**src/rtl/input_interrupt_arbiter.sv**
```systemverilog
// Frame-tick generator, key synchroniser/debouncer and sticky interrupt cause
// arbiter. Presents one interrupt instruction at a time to the CPU using a
// valid/ack handshake, so short events are never lost.
module input_interrupt_arbiter #(
  parameter int unsigned CLK_FREQ        = 50000000,
  parameter int unsigned FRAME_RATE      = 60,
  parameter int unsigned NUM_KEYS        = 4,
  parameter int unsigned DEBOUNCE_CYCLES = 16,
  parameter bit          LEVEL_MODE      = 1'b0,
  parameter logic [4:0]  INT_OPCODE      = 5'b11111
) (
  input  logic                proc_clk,
  input  logic                reset,
  input  logic [NUM_KEYS-1:0] keys,
  input  logic [NUM_KEYS-1:0] key_mask,
  input  logic                int_ack,
  output logic                int_valid,
  output logic [31:0]         interrupt_instruction,
  output logic                frame_tick,
  output logic [NUM_KEYS:0]   pending,
  output logic [7:0]          missed_frames
);

  localparam logic [31:0] LIMIT = 32'(CLK_FREQ / FRAME_RATE) - 32'd1;
  localparam int DB_W = (DEBOUNCE_CYCLES > 1) ? $clog2(DEBOUNCE_CYCLES) : 1;
  localparam logic [DB_W-1:0] DB_LAST = DB_W'(DEBOUNCE_CYCLES - 1);

  typedef enum logic [1:0] {IDLE = 2'd0, ISSUE = 2'd1, GAP = 2'd2} state_t;

  // Highest-priority pending cause: lowest key index wins, frame cause last.
  function automatic logic [4:0] pick_cause(input logic [NUM_KEYS:0] p);
    logic [4:0] c;
    c = 5'd0;
    for (int i = int'(NUM_KEYS); i >= 1; i--) begin
      c = p[i] ? 5'(i) : c;
    end
    return c;
  endfunction

  logic [31:0]         frame_cnt_r;
  logic [31:0]         frame_cnt_next_s;
  logic                frame_tick_r;
  logic [NUM_KEYS-1:0] sync1_r;
  logic [NUM_KEYS-1:0] sync2_r;
  logic [NUM_KEYS-1:0] deb_r;
  logic [NUM_KEYS-1:0] deb_d_r;
  logic [DB_W-1:0]     db_cnt_r [NUM_KEYS];
  logic [NUM_KEYS-1:0] key_set_s;
  logic [NUM_KEYS:0]   set_s;
  logic [NUM_KEYS:0]   clr_s;
  logic [NUM_KEYS:0]   pending_r;
  logic [NUM_KEYS:0]   pending_next_s;
  logic                ack_take_s;
  logic [7:0]          missed_r;
  state_t              state_r;
  state_t              state_next_s;
  logic                valid_r;
  logic                valid_next_s;
  logic [31:0]         instr_r;
  logic [31:0]         instr_next_s;
  logic [4:0]          cause_sel_r;
  logic [4:0]          cause_next_s;
  logic [4:0]          pick_s;

  // Frame counter wrap computation.
  always_comb begin
    frame_cnt_next_s = 32'd0;
    if (frame_cnt_r == LIMIT) begin
      frame_cnt_next_s = 32'd0;
    end else begin
      frame_cnt_next_s = frame_cnt_r + 32'd1;
    end
  end

  // Frame counter and registered tick, high while the counter sits at LIMIT.
  always_ff @(posedge proc_clk) begin
    if (reset) begin
      frame_cnt_r  <= 32'd0;
      frame_tick_r <= 1'b0;
    end else begin
      frame_cnt_r  <= frame_cnt_next_s;
      frame_tick_r <= (frame_cnt_next_s == LIMIT);
    end
  end

  // Two-flop synchroniser and per-key debounce counter.
  always_ff @(posedge proc_clk) begin
    if (reset) begin
      sync1_r <= '0;
      sync2_r <= '0;
      deb_r   <= '0;
      deb_d_r <= '0;
      for (int k = 0; k < int'(NUM_KEYS); k++) begin
        db_cnt_r[k] <= '0;
      end
    end else begin
      sync1_r <= keys;
      sync2_r <= sync1_r;
      deb_d_r <= deb_r;
      for (int k = 0; k < int'(NUM_KEYS); k++) begin
        if (sync2_r[k] == deb_r[k]) begin
          db_cnt_r[k] <= '0;
        end else if (db_cnt_r[k] == DB_LAST) begin
          deb_r[k]    <= sync2_r[k];
          db_cnt_r[k] <= '0;
        end else begin
          db_cnt_r[k] <= db_cnt_r[k] + 1'b1;
        end
      end
    end
  end

  // Cause set/clear vectors; a set on the same cycle as a clear wins.
  always_comb begin
    key_set_s  = '0;
    clr_s      = '0;
    ack_take_s = (state_r == ISSUE) && int_ack;
    for (int k = 0; k < int'(NUM_KEYS); k++) begin
      if (LEVEL_MODE != 1'b0) begin
        key_set_s[k] = frame_tick_r & deb_r[k] & key_mask[k];
      end else begin
        key_set_s[k] = deb_r[k] & ~deb_d_r[k] & key_mask[k];
      end
    end
    for (int i = 0; i <= int'(NUM_KEYS); i++) begin
      clr_s[i] = ack_take_s && (cause_sel_r == 5'(i));
    end
    set_s          = {key_set_s, frame_tick_r};
    pending_next_s = (pending_r & ~clr_s) | set_s;
  end

  // Saturating count of frame ticks that found the frame cause still pending.
  always_ff @(posedge proc_clk) begin
    if (reset) begin
      missed_r <= 8'd0;
    end else if (frame_tick_r && pending_r[0] && !clr_s[0] && (missed_r != 8'hFF)) begin
      missed_r <= missed_r + 8'd1;
    end else begin
      missed_r <= missed_r;
    end
  end

  // Issue FSM next-state and next-output logic.
  always_comb begin
    state_next_s = state_r;
    valid_next_s = valid_r;
    instr_next_s = instr_r;
    cause_next_s = cause_sel_r;
    pick_s       = pick_cause(pending_r);
    case (state_r)
      IDLE: begin
        if (|pending_r) begin
          cause_next_s = pick_s;
          valid_next_s = 1'b1;
          instr_next_s = {INT_OPCODE, 22'd0, pick_s};
          state_next_s = ISSUE;
        end else begin
          state_next_s = IDLE;
        end
      end
      ISSUE: begin
        if (int_ack) begin
          valid_next_s = 1'b0;
          instr_next_s = 32'd0;
          state_next_s = GAP;
        end else begin
          state_next_s = ISSUE;
        end
      end
      GAP: begin
        state_next_s = IDLE;
      end
      default: begin
        state_next_s = IDLE;
        valid_next_s = 1'b0;
        instr_next_s = 32'd0;
      end
    endcase
  end

  // FSM state, pending causes and registered handshake outputs.
  always_ff @(posedge proc_clk) begin
    if (reset) begin
      state_r     <= IDLE;
      valid_r     <= 1'b0;
      instr_r     <= 32'd0;
      cause_sel_r <= 5'd0;
      pending_r   <= '0;
    end else begin
      state_r     <= state_next_s;
      valid_r     <= valid_next_s;
      instr_r     <= instr_next_s;
      cause_sel_r <= cause_next_s;
      pending_r   <= pending_next_s;
    end
  end

  assign int_valid             = valid_r;
  assign interrupt_instruction = instr_r;
  assign frame_tick            = frame_tick_r;
  assign pending               = pending_r;
  assign missed_frames         = missed_r;

endmodule

```
**config.mk**
```make
export PLATFORM = sky130hd
export DESIGN_NAME = input_interrupt_arbiter
export DESIGN_NICKNAME = d
export VERILOG_FILES = /design/src/rtl/input_interrupt_arbiter.sv
export SDC_FILE = /design/constraint.sdc
export NUM_CORES = 1
export LEC_CHECK = 0
export ABC_AREA = 1
export BUFFER_PORTS_ARGS = -buffer_cell sky130_fd_sc_hd__buf_2
export CAP_MARGIN = 20
export CORE_MARGIN = 3
export CORE_UTILIZATION = 52
export DETAILED_ROUTE_END_ITERATION = 16
export PLACE_DENSITY = 0.77
export SYNTH_ARGS = -nofsm -noshare
export SYNTH_HDL_FRONTEND = slang
export SYNTH_SLANG_ARGS = --single-unit
```
**constraint.sdc**
```tcl
create_clock -name proc_clk -period 1.5 [get_ports proc_clk]
set_input_delay 0.15 -clock proc_clk [delete_from_list [all_inputs] [get_ports proc_clk]]
set_output_delay 0.15 -clock proc_clk [all_outputs]
set_load 0.05 [all_outputs]
```
==> flow_summary.toml <==
[floorplan]
die_h_um = 99.7
die_x_um = 99.7
fp-row-count = 33
floorplan.initialDensity_pct = 54.4
floorplan.die_area_um2 = 9930
fp.coreArea_um2 = 8380
floorplan.io_pins = 58

[yosys]
synthCells = 661
post_synth_instance_area_um2 = 4560
postSynth.topFlopCell = "sky130_fd_sc_hd__dfxtp_1"
synth_cell_type_count = 31
synth_xor_xnor_area_share_pct = 2.30
synth_top_area_share_pct = 31.2
async_set_or_reset_register_ratio_after_synthesis_pct = 0
synth.largest_area_cell = "sky130_fd_sc_hd__dfxtp_1"
synth_sequential_area_ratio_pct = 41.7
synth-adder-area-share_pct = 1.92
synth.ff_latch_count = 87
number_of_flops_mapped_to_enable_cells_by_yosys = 16
yosys-mux-area-fraction_pct = 0
synth_compound_area_share_pct = 7.02
synth_top_family_by_area = "simple AND/OR/NAND/NOR gates"
synth-simple-area-share_pct = 33.9
yosys_warnings = 0
synth.avg_cell_area_um2 = 6.90
netlist_top_cells_area = "sky130_fd_sc_hd__dfxtp_1, sky130_fd_sc_hd__nand2_1, sky130_fd_sc_hd__edfxtp_1, sky130_fd_sc_hd__nor2_1, sky130_fd_sc_hd__inv_1"

[place]
place_hpwl_mm = 9.09
place.detailed.instances = 889
dpl-instance-area_um2 = 5470
dpl_worst_slack_ns = -0.352
io_buffers = 33
replace_congestion = 1.04

[drt]
drt.antenna.violating_nets = 0
drt_iter0_markers = 375
count_of_unresolved_drc_violations_after_routing = 0
drt-wirelength-per-cell_um = 13.8
finalWirelength_mm = 12.9
vias = 4778
firstDrtPassIters = 5
viasPerCell = 5.13

[final_layout]
final_layout_size_suffix_gt1_share_pct = 35.6
area_growth_pct = 38.3
finalNonFillerCells = 931
nets = 839
final_design_area_no_fill_um2 = 6310
final_common_cell = "sky130_fd_sc_hd__nand2_1"
antennaDiodeCount = 0
layout.cells.most_common_list = "sky130_fd_sc_hd__nand2_1, sky130_fd_sc_hd__nor2_1, sky130_fd_sc_hd__buf_4"

[sta]
fmaxAchievable_ghz = 0.571
maxSlewViolCount = 0
period_share_pct = 117
unrepaired_setup_endpoints_after_global_routing = "yes"
worst_clock_skew_ns = 0.0151
setup_viol_count_final = 21
timing_hold_violations_final = 0
timing.hold.ws_ns = 0.0461
post-route-worst-setup-slack_ns = -0.252
timing.final.crit_period_ns = 1.75

[clocking]
htreeDepth = 3
clk-insertion-delay-late_ns = 0.37
cts.root.buffer_cell = "sky130_fd_sc_hd__clkbuf_8"
cts_buffer_depth = 2
cts_tree = "yes"
number_of_buffers_created_by_cts = 9
clk_transition_reported_paths_ns = 0.10
tritoncts_num_sinks = 87

[run]
drv.max_cap_violation_count = 0

[outcome]
status = "finished, violations left"
violations_in_the_final_reports = "setup timing"

[global_route]
gr-total-overflow = 0
grt_start_max_net_pins = 26
grt_util_all_layers_pct = 25.1
grt_first_pass_wirelength_mm = 20.0
grt_pass1_vias = 4423
number_of_antenna_violations_at_the_first_check_in_global_routing = 0

[power]
power.net_switching_w = 0.00132
p_leak_nw = 2.88
clock_power_share_pct = 36.3
combinationalPowerShare_pct = 9.5
power.share.sequential_pct = 54.1
internal-power_w = 0.00320
p_per_area_nw_per_um2 = 716
worst_ir_drop_vdd_uv = 543
switching_share_of_power_pct = 29.1

[critical_path]
criticalPathCategory = "register to register"
cp-start-kind = "register"
required_time_of_the_critical_path_ns = 1.81
arrival_ns = 2.06
worstPathMaxFanout = 6
cp-end-kind = "register"

[hold_path]
hold_path.class = "primary input to register"
[logic make-up (layout without fill, tap and decap cells)]
kind of cell | after synthesis | in the layout
AND/OR/NAND/NOR | 366 | 366
buffers and inverters | 129 | 256
flip-flops | 87 | 87
AO/OA/AOI/OAI | 58 | 58
XOR/XNOR | 12 | 12
adder cells (fa/ha/maj) | 7 | 7
other | 2 | 40
[cells in the mapped netlist, types with 3 or more instances]
cell type / count
sky130_fd_sc_hd__nand2_1: 159
sky130_fd_sc_hd__nor2_1: 126
sky130_fd_sc_hd__inv_1: 89
sky130_fd_sc_hd__dfxtp_1: 71
sky130_fd_sc_hd__nand3_1: 35
sky130_fd_sc_hd__buf_4: 29
sky130_fd_sc_hd__a21oi_1: 28
sky130_fd_sc_hd__o21ai_0: 18
sky130_fd_sc_hd__edfxtp_1: 16
sky130_fd_sc_hd__nor3_1: 14
sky130_fd_sc_hd__nand4_1: 10
sky130_fd_sc_hd__xor2_1: 10
sky130_fd_sc_hd__nor2_2: 9
sky130_fd_sc_hd__clkbuf_1: 7
sky130_fd_sc_hd__ha_1: 7
sky130_fd_sc_hd__nand2_2: 5
sky130_fd_sc_hd__inv_2: 4
sky130_fd_sc_hd__o41ai_1: 4
sky130_fd_sc_hd__o21bai_1: 3
[power groups by stage]
stage          clock, W  combinational [W]  sequential, W
6_report        0.00164           0.000429        0.00244
5_1_grt         0.00175           0.000463        0.00245
4_1_cts         0.00166           0.000394        0.00244
3_5_place_dp          0           0.000346        0.00250
3_3_place_gp          0           0.000339        0.00250
2_1_floorplan         0           0.000312        0.00250
[routing by layer]
layer / up-vias / wire, µm / global-route usage [%]
li1: 2322 / - / -
met1: 2187 / 5380 / 31.2
met2: 227 / 6220 / 42.7
met3: 42 / 834 / 4.91
met4: 0 / 432 / 10.3
met5: - / 0 / 0
[worst max-delay path, stage by stage (launching register included)]
cell and delay [ns]:
sky130_fd_sc_hd__dfxtp_4 0.39, sky130_fd_sc_hd__ha_4 0.17, sky130_fd_sc_hd__nand2_4 0.06, sky130_fd_sc_hd__nor2_4 0.14, sky130_fd_sc_hd__nand2_4 0.11, sky130_fd_sc_hd__nor2_1 0.22, sky130_fd_sc_hd__nand3_1 0.11, sky130_fd_sc_hd__nand2_1 0.10
sky130_fd_sc_hd__nand2_1 0.07, sky130_fd_sc_hd__nor2_1 0.11, sky130_fd_sc_hd__nand3_1 0.09, sky130_fd_sc_hd__nor2_1 0.11
[final timing paths]
| kind | start | end | depth (start not counted) | slack, ns |
|---|---|---|---|---|
| setup / recovery | frame_cnt_r[0]$_SDFF_PP0_ | frame_tick$_SDFF_PP0_ | 11 | -0.25 |
| setup reg to reg | frame_cnt_r[0]$_SDFF_PP0_ | frame_tick$_SDFF_PP0_ | 11 | -0.25 |
| hold / removal | key_mask[1] | pending[2]$_SDFF_PP0_ | 3 | 0.05 |
| hold reg to reg | sync1_r[2]$_SDFF_PP0_ | sync2_r[2]$_SDFF_PP0_ | 2 | 0.41 |
[layout make-up]
cell class              count  area, µm²
clock inverters             7       73.8
repair buffers            147       1110
clock buffers               9        124
fillers                   593       2080
well taps                 105        131
inverters                  93        349
multi-input cells         483       2570
flip-flops and latches     87       1950
[timing repair]
item / CTS / global route
cloned: 1 / 0
endpoints found under the hold margin: 4 / 0
setup endpoints to repair: 26 / 37
resized for setup: 60 / 76
pin swaps: 27 / 27
hold buffers: 4 / 0
buffers inserted: 11 / 10
[metrics by stage]
| step | total power (W) | utilization (%) | setup TNS [ns] |
|---|---|---|---|
| floorplan | 0.00282 | - | 0 |
| global placement | 0.00284 | 65.3 | -1.72 |
| detailed placement | 0.00285 | 65.3 | -1.64 |
| CTS | 0.00450 | 71.5 | -1.29 |
| global route | 0.00467 | 75.2 | -4.19 |
| finish | 0.00451 | 75.2 | -2.21 |
[sequential cells by signal (all words and copies together) (netlist names)]
signal and count:
sync2_r 4, sync1_r 4, interrupt_instruction 4, missed_frames 8, pending 5, frame_cnt_r 32, cause_sel_r 3, deb_d_r 4
db_cnt_r 16, deb_r 4, frame_tick 1, state_r 2
No activity file was read; power rests on OpenSTA's default activity.
